**config.mk**
```make
export PLATFORM = sky130hd
export DESIGN_NAME = mmio_port_ctrl
export DESIGN_NICKNAME = d
export VERILOG_FILES = /design/src/rtl/mmio_port_pkg.sv /design/src/rtl/sync_fifo.sv /design/src/rtl/mmio_port_ctrl.sv
export SDC_FILE = /design/constraint.sdc
export NUM_CORES = 1
export LEC_CHECK = 0
export BUFFER_PORTS_ARGS = -buffer_cell sky130_fd_sc_hd__buf_2
export CAP_MARGIN = 25
export CELL_PAD_IN_SITES_DETAIL_PLACEMENT = 2
export CELL_PAD_IN_SITES_GLOBAL_PLACEMENT = 2
export CORE_MARGIN = 1
export CORE_UTILIZATION = 37
export CTS_BUF_LIST = sky130_fd_sc_hd__clkbuf_4 sky130_fd_sc_hd__clkbuf_8
export DETAILED_ROUTE_END_ITERATION = 8
export HOLD_SLACK_MARGIN = 0.05
export PLACE_DENSITY = 0.81
export SLEW_MARGIN = 25
export SYNTH_ARGS = -nofsm -noshare
export SYNTH_HDL_FRONTEND = slang
export SYNTH_HIERARCHICAL = 1
export SYNTH_SLANG_ARGS = --single-unit
```
**constraint.sdc**
```tcl
create_clock -name clk -period 7.3 [get_ports clk]
set_input_delay 2.19 -clock clk [delete_from_list [all_inputs] [get_ports clk]]
set_output_delay 2.19 -clock clk [all_outputs]
set_load 0.05 [all_outputs]
```
**src/rtl/mmio_port_pkg.sv**
```systemverilog
// Shared constants for the MMIO port responder: register offsets (word index
// taken from Address[3:2]), STATUS bit positions and the default window base.
package mmio_port_pkg;

  localparam logic [31:0] DEFAULT_BASE_ADDR = 32'h1001_0040;

  // Word offsets within the 16-byte window (byte offsets 0x0, 0x4, 0x8, 0xC)
  localparam logic [1:0] OFS_OUT    = 2'd0;
  localparam logic [1:0] OFS_IN     = 2'd1;
  localparam logic [1:0] OFS_STATUS = 2'd2;
  localparam logic [1:0] OFS_FIFO   = 2'd3;

  // STATUS register layout
  localparam int unsigned STAT_NOT_EMPTY = 0;
  localparam int unsigned STAT_FULL      = 1;
  localparam int unsigned STAT_OVERFLOW  = 2;
  localparam int unsigned STAT_COUNT_LSB = 4;
  localparam int unsigned STAT_COUNT_MSB = 8;

endpackage

```
**src/rtl/sync_fifo.sv**
```systemverilog
// Single-clock FIFO with combinational head output. A pop on an empty FIFO is
// ignored; a push while full is accepted only when a pop frees a slot in the
// same cycle. Count is 5 bits and never exceeds Depth.
module sync_fifo #(
  parameter int unsigned Width = 8,
  parameter int unsigned Depth = 8
) (
  input  logic             clk,
  input  logic             reset,
  input  logic             push,
  input  logic             pop,
  input  logic [Width-1:0] din,
  output logic [Width-1:0] dout,
  output logic             full,
  output logic             empty,
  output logic [4:0]       count
);

  localparam int unsigned PtrW = $clog2(Depth);

  logic [Width-1:0] mem_q [Depth];
  logic [Width-1:0] mem_d [Depth];
  logic [PtrW-1:0]  wr_ptr_q, wr_ptr_d;
  logic [PtrW-1:0]  rd_ptr_q, rd_ptr_d;
  logic [4:0]       count_q, count_d;
  logic             push_eff, pop_eff;

  assign empty = (count_q == 5'd0);
  assign full  = (count_q == 5'(Depth));
  assign count = count_q;
  assign dout  = mem_q[rd_ptr_q];

  // Next-state: pointers wrap naturally since Depth is a power of two
  always_comb begin
    pop_eff  = pop && !empty;
    push_eff = push && (!full || pop_eff);
    mem_d    = mem_q;
    wr_ptr_d = wr_ptr_q;
    rd_ptr_d = rd_ptr_q;
    if (push_eff) begin
      mem_d[wr_ptr_q] = din;
      wr_ptr_d        = wr_ptr_q + 1'b1;
    end
    if (pop_eff) begin
      rd_ptr_d = rd_ptr_q + 1'b1;
    end
    count_d = count_q + 5'(push_eff) - 5'(pop_eff);
  end

  // State registers; storage needs no reset
  always_ff @(posedge clk) begin
    mem_q <= mem_d;
    if (reset) begin
      wr_ptr_q <= '0;
      rd_ptr_q <= '0;
      count_q  <= '0;
    end else begin
      wr_ptr_q <= wr_ptr_d;
      rd_ptr_q <= rd_ptr_d;
      count_q  <= count_d;
    end
  end

endmodule

```
**src/rtl/mmio_port_ctrl.sv**
```systemverilog
// MMIO responder for a 16-byte I/O window: PortOut register, synchronized
// PortIn, and a FIFO capturing every change of the synchronized input.
// Optional feature macro: MMIO_PORT_IRQ_EN builds a registered IrqPending
// (not-empty delayed one cycle); otherwise IrqPending is tied low.
module mmio_port_ctrl
  import mmio_port_pkg::*;
#(
  parameter logic [31:0] BASE_ADDR  = DEFAULT_BASE_ADDR,
  parameter int unsigned FIFO_DEPTH = 8
) (
  input  logic        clk,
  input  logic        reset,
  input  logic [31:0] Address,
  input  logic [31:0] WriteData,
  input  logic        MemWrite,
  input  logic        MemRead,
  output logic [31:0] ReadData,
  output logic        Hit,
  input  logic [7:0]  PortIn,
  output logic [31:0] PortOut,
  output logic        IrqPending
);

  logic [31:0] port_out_q, port_out_d;
  logic [7:0]  sync1_q, sync2_q, prev_q;
  logic        overflow_q, overflow_d;
  logic [1:0]  ofs;
  logic        wr_out, clr_ovf, pop_req, push;
  logic [7:0]  fifo_head;
  logic        fifo_full, fifo_empty;
  logic [4:0]  fifo_count;
  logic [31:0] status;
  logic        unused_addr;

  // Byte lane bits carry no meaning for word registers
  assign unused_addr = ^Address[1:0];

  assign Hit     = (Address[31:4] == BASE_ADDR[31:4]);
  assign ofs     = Address[3:2];
  assign wr_out  = Hit && MemWrite && (ofs == OFS_OUT);
  assign clr_ovf = Hit && MemWrite && (ofs == OFS_STATUS) && WriteData[STAT_OVERFLOW];
  assign pop_req = Hit && MemRead && (ofs == OFS_FIFO);
  assign push    = (sync2_q != prev_q);
  assign PortOut = port_out_q;

  sync_fifo #(
    .Width (8),
    .Depth (FIFO_DEPTH)
  ) u_fifo (
    .clk   (clk),
    .reset (reset),
    .push  (push),
    .pop   (pop_req),
    .din   (sync2_q),
    .dout  (fifo_head),
    .full  (fifo_full),
    .empty (fifo_empty),
    .count (fifo_count)
  );

  // Next-state for PortOut and sticky overflow; a new overflow beats a clear
  always_comb begin
    port_out_d = port_out_q;
    overflow_d = overflow_q;
    if (wr_out) begin
      port_out_d = WriteData;
    end
    if (clr_ovf) begin
      overflow_d = 1'b0;
    end
    // Full FIFO is never empty, so a pop request always frees a slot here
    if (push && fifo_full && !pop_req) begin
      overflow_d = 1'b1;
    end
  end

  // Read mux, combinational from address and pre-edge state
  always_comb begin
    status                                 = '0;
    status[STAT_NOT_EMPTY]                 = !fifo_empty;
    status[STAT_FULL]                      = fifo_full;
    status[STAT_OVERFLOW]                  = overflow_q;
    status[STAT_COUNT_MSB:STAT_COUNT_LSB]  = fifo_count;
    ReadData = '0;
    if (Hit) begin
      unique case (ofs)
        OFS_OUT:    ReadData = port_out_q;
        OFS_IN:     ReadData = {24'b0, sync2_q};
        OFS_STATUS: ReadData = status;
        OFS_FIFO:   ReadData = fifo_empty ? 32'b0 : {24'b0, fifo_head};
        default:    ReadData = '0;
      endcase
    end
  end

  // Registers: output port, input synchronizer chain, overflow flag
  always_ff @(posedge clk) begin
    if (reset) begin
      port_out_q <= '0;
      sync1_q    <= '0;
      sync2_q    <= '0;
      prev_q     <= '0;
      overflow_q <= 1'b0;
    end else begin
      port_out_q <= port_out_d;
      sync1_q    <= PortIn;
      sync2_q    <= sync1_q;
      prev_q     <= sync2_q;
      overflow_q <= overflow_d;
    end
  end

`ifdef MMIO_PORT_IRQ_EN
  logic irq_q, irq_d;

  assign irq_d      = !fifo_empty;
  assign IrqPending = irq_q;

  // Interrupt flag trails the not-empty status bit by one cycle
  always_ff @(posedge clk) begin
    if (reset) begin
      irq_q <= 1'b0;
    end else begin
      irq_q <= irq_d;
    end
  end
`else
  assign IrqPending = 1'b0;
`endif

endmodule

```
==> reports/qor.yml <==
run_status:
  status: "complete, no violations"
placed_design:
  dpl_cell_area_sq_mm: 0.006669
  dp_hpwl_um: 12260
  dp_slack_ns: 1.009
  port_buffers: 138
  gp_congestion: 0.7139
floorplanning:
  chipWidth_um: 127.1
  num_rows: 45
  die_h_um: 127.1
  core_sq_mm: 0.01526
  io_pins: 142
  start_util: 0.3797
  die_area_sq_mm: 0.01616
clocking:
  cts_tree: "built"
  cts_inserted_buffers: 17
  cts_sinks: 132
  post_cts_buffers: 0
  htreeDepth: 4
  ctsResizeCount: 0
  clockBufferDepth: 2
  hold_buffers: 0
  cts_root_buffer: "clkbuf_8"
  clk_latency_ns: 0.45
  path_clk_slew_ns: 0.07
worst_setup_path:
  start_kind: "input port"
  reg2reg_slack_ns: 3.86
  ff2ff_path_depth: 12
  reg2reg_to: "u_fifo/count[4]"
  worstSetupPathType: "in -> out"
  cp-startpoint: "Address[22]"
  cp.required_ns: 5.11
  cp_slowest_cell: "or2_2"
  reg2reg_from: "sync2_q[7]"
  slowest_delay_ns: 0.45
  worst-path-max-fanout: 23
  end_kind: "output port"
  arrival_ns: 4.11
  worstSetupEndpoint: "ReadData[10]"
  path_cells: "buf_2 -> nor4_1 -> nand3_1 -> or2_2 -> nor3_2 -> buf_4 -> and2_1 -> buf_2"
  crit_top_cell: "buf_2"
yosys:
  synth_top_area_cell: "edfxtp_1"
  netlist_area_sq_mm: 0.005793
  ys_seq_area_frac: 0.5667
  ys_types: 56
  synth_top_family_by_area: "simple AND/OR/NAND/NOR gates"
  syn_inst: 451
  synth_edf_count: 64
  syn_area_per_cell_sq_um: 12.84
  synth_mux_area_frac: 0.1505
  synth_ff_type: "dfxtp_1"
  synth-compound-area-share: 0.04816
  synth-adder-area-share: 0.02289
  synth_nets: 537
  async_reset_ff_frac: 0
  ys_seq_elements: 132
  yosys.area_share.simple: 0.1603
  synth_top_area_share: 0.3317
  synth_xor_area_frac: 0.01512
  synth_top_cells_by_area: "edfxtp_1, dfxtp_1, mux2i_1"
  yosysWarningCount: 6
run:
  maxCapViolations: 0
routing:
  dr_total_vias: 4132
  route.detailed.drc: 0
  routed_wl_um: 17190
  first_pass_iters: 4
  wl_per_cell_um: 21.04
  vias_per_cell: 5.058
  ant_nets: 0
  drtIter0Drc: 189
pwr:
  p_seq_frac: 0.487
  worst_ir_drop_vdd_uv: 141.0
  internal_power_mw: 1.324
  switching_share: 0.2904
  combPwrFrac: 0.184
  switchingPower_mw: 0.5420
  powerDensity_mw_per_mm2: 264.2
  clock_power_share: 0.329
  p_leak_nw: 2.847
sta:
  rsz0062_at_grt: "false"
  slew_headroom: 0.2948
  tightest_slew_ns: 1.050
  fin_crit_sh: 0.8628
  final_max_slew_viol_count: 0
  finalClockSkew_ns: 0.01491
  fmax_mhz: 158.8
  setup_viol: 0
  worst_slack_ns: 1.001
  hold_violations: 0
  period_needed_ns: 6.299
  tns_ns: 0
cells_and_area:
  diodes: 0
  area_growth_pct: 21.90
  drive_gt1_frac: 0.3465
  final_area_sq_mm: 0.007062
  fin_nets: 679
hold_path:
  hold_class: "reg -> reg"
  whs_path_depth: 1
grt:
  grt_max_degree: 76
  grt_pass1_vias: 4607
  antenna_found_initial: 0
  gr-usage-all-layers: 0.2228
  grt-ovfl-total: 0
  grt_pass1_wl_um: 26020
## power groups by stage
stage               logic (mW)  clock network [mW]  registers [mW]
floorplan                0.224                   0           0.901
global placement         0.312                   0           0.913
detailed placement       0.339                   0           0.927
CTS                      0.345               0.630           0.911
global route             0.373               0.657           0.917
finish                   0.343               0.614           0.910
## through the flow
stage / cells / util / power [mW] / hold slack, ns
global placement: 785 / 0.4371 / 1.225 / 0.4272
detailed placement: 785 / 0.4371 / 1.266 / 0.4310
CTS: 817 / 0.4625 / 1.886 / 0.4574
floorplan: 451 / - / 1.126 / 0.4138
finish: 817 / 0.4628 / 1.866 / 0.4518
global route: 817 / 0.4628 / 1.948 / 0.4625
## area by class of cell
class,instances,area [sq um]
multi-input cells,281,2308
clock buffers,19,255.2
fillers,1583,8197
flip-flops and latches,132,3283
inverters,12,45.04
well taps,211,264.0
clock inverters,13,132.6
repair buffers,149,773.2
## cell families after synthesis
group / after synthesis
compound gates: 40
fa+ha+maj: 10
flops: 132
buf+inv: 38
other cells: 1
simple gates: 160
mux: 60
xor+xnor: 10
## placed cells by master, fill, tap and decap left out, types with 5 or more instances in the layout
| master | n |
|---|---|
| ha_1 | 9 |
| nor3_1 | 7 |
| mux2i_1 | 35 |
| and2_1 | 23 |
| clkbuf_8 | 18 |
| nand4_1 | 5 |
| nand2_1 | 11 |
| buf_4 | 11 |
| mux4_2 | 8 |
| buf_2 | 138 |
| inv_1 | 11 |
| edfxtp_1 | 64 |
| xor2_1 | 9 |
| nor2_1 | 44 |
| nand2b_1 | 5 |
| mux2_4 | 8 |
| a21oi_1 | 11 |
| dfxtp_1 | 68 |
| a211oi_1 | 12 |
| mux4_1 | 8 |
| nor2b_1 | 41 |
## Yosys cell counts, types with 2 or more instances
cell and instances:
edfxtp_1 64, clkbuf_1 16, buf_2 2, buf_8 3, nor2_1 44, mux2i_1 35, o21ai_2 2, mux2_4 8
nand2_1 11, a21oi_1 11, nand3_1 4, mux4_2 8, o311ai_1 2, and2_1 23, nand4_1 5, xor2_1 9
nor3_1 8, nor4b_2 3, dfxtp_1 68, mux4_1 8, buf_1 2, nor2b_1 41, nor4_2 2, o21ai_0 4
inv_1 11, a211oi_1 12, ha_1 9, nor4_1 4, nand2b_1 5
## metal layers
layer  GRT usage  vias to the layer above  part of all wire
met4     0.08754                        0             0.018
met5           0                        -                 0
met1      0.2410                     2088              0.39
li1            -                     1912                 -
met2      0.4144                      108              0.56
met3     0.05779                       24             0.037
## critical path: cells and delay by family
family                 cells  cell delay, ns
and+or+nand+nor            5            1.28
buffers and inverters      3            0.62
## flip-flops by register name (all words and copies together) (netlist names)
register,cells
overflow_q,1
sync2_q,8
u_fifo/mem_q,64
u_fifo/rd_ptr_q,3
u_fifo/count,5
prev_q,8
PortOut,32
sync1_q,8
u_fifo/wr_ptr_q,3
## worst min path at each step
stage | end | from | slack, ns
6_report | sync2_q[3] | sync1_q[3] | 0.45
5_1_grt | sync2_q[0] | sync1_q[0] | 0.46
4_1_cts | sync2_q[7] | sync1_q[7] | 0.46
3_5_place_dp | sync2_q[1] | sync1_q[1] | 0.43
3_3_place_gp | sync2_q[6] | sync1_q[6] | 0.43
2_1_floorplan | sync2_q[0] | sync1_q[0] | 0.41
No activity file was read; power rests on OpenSTA's default activity.
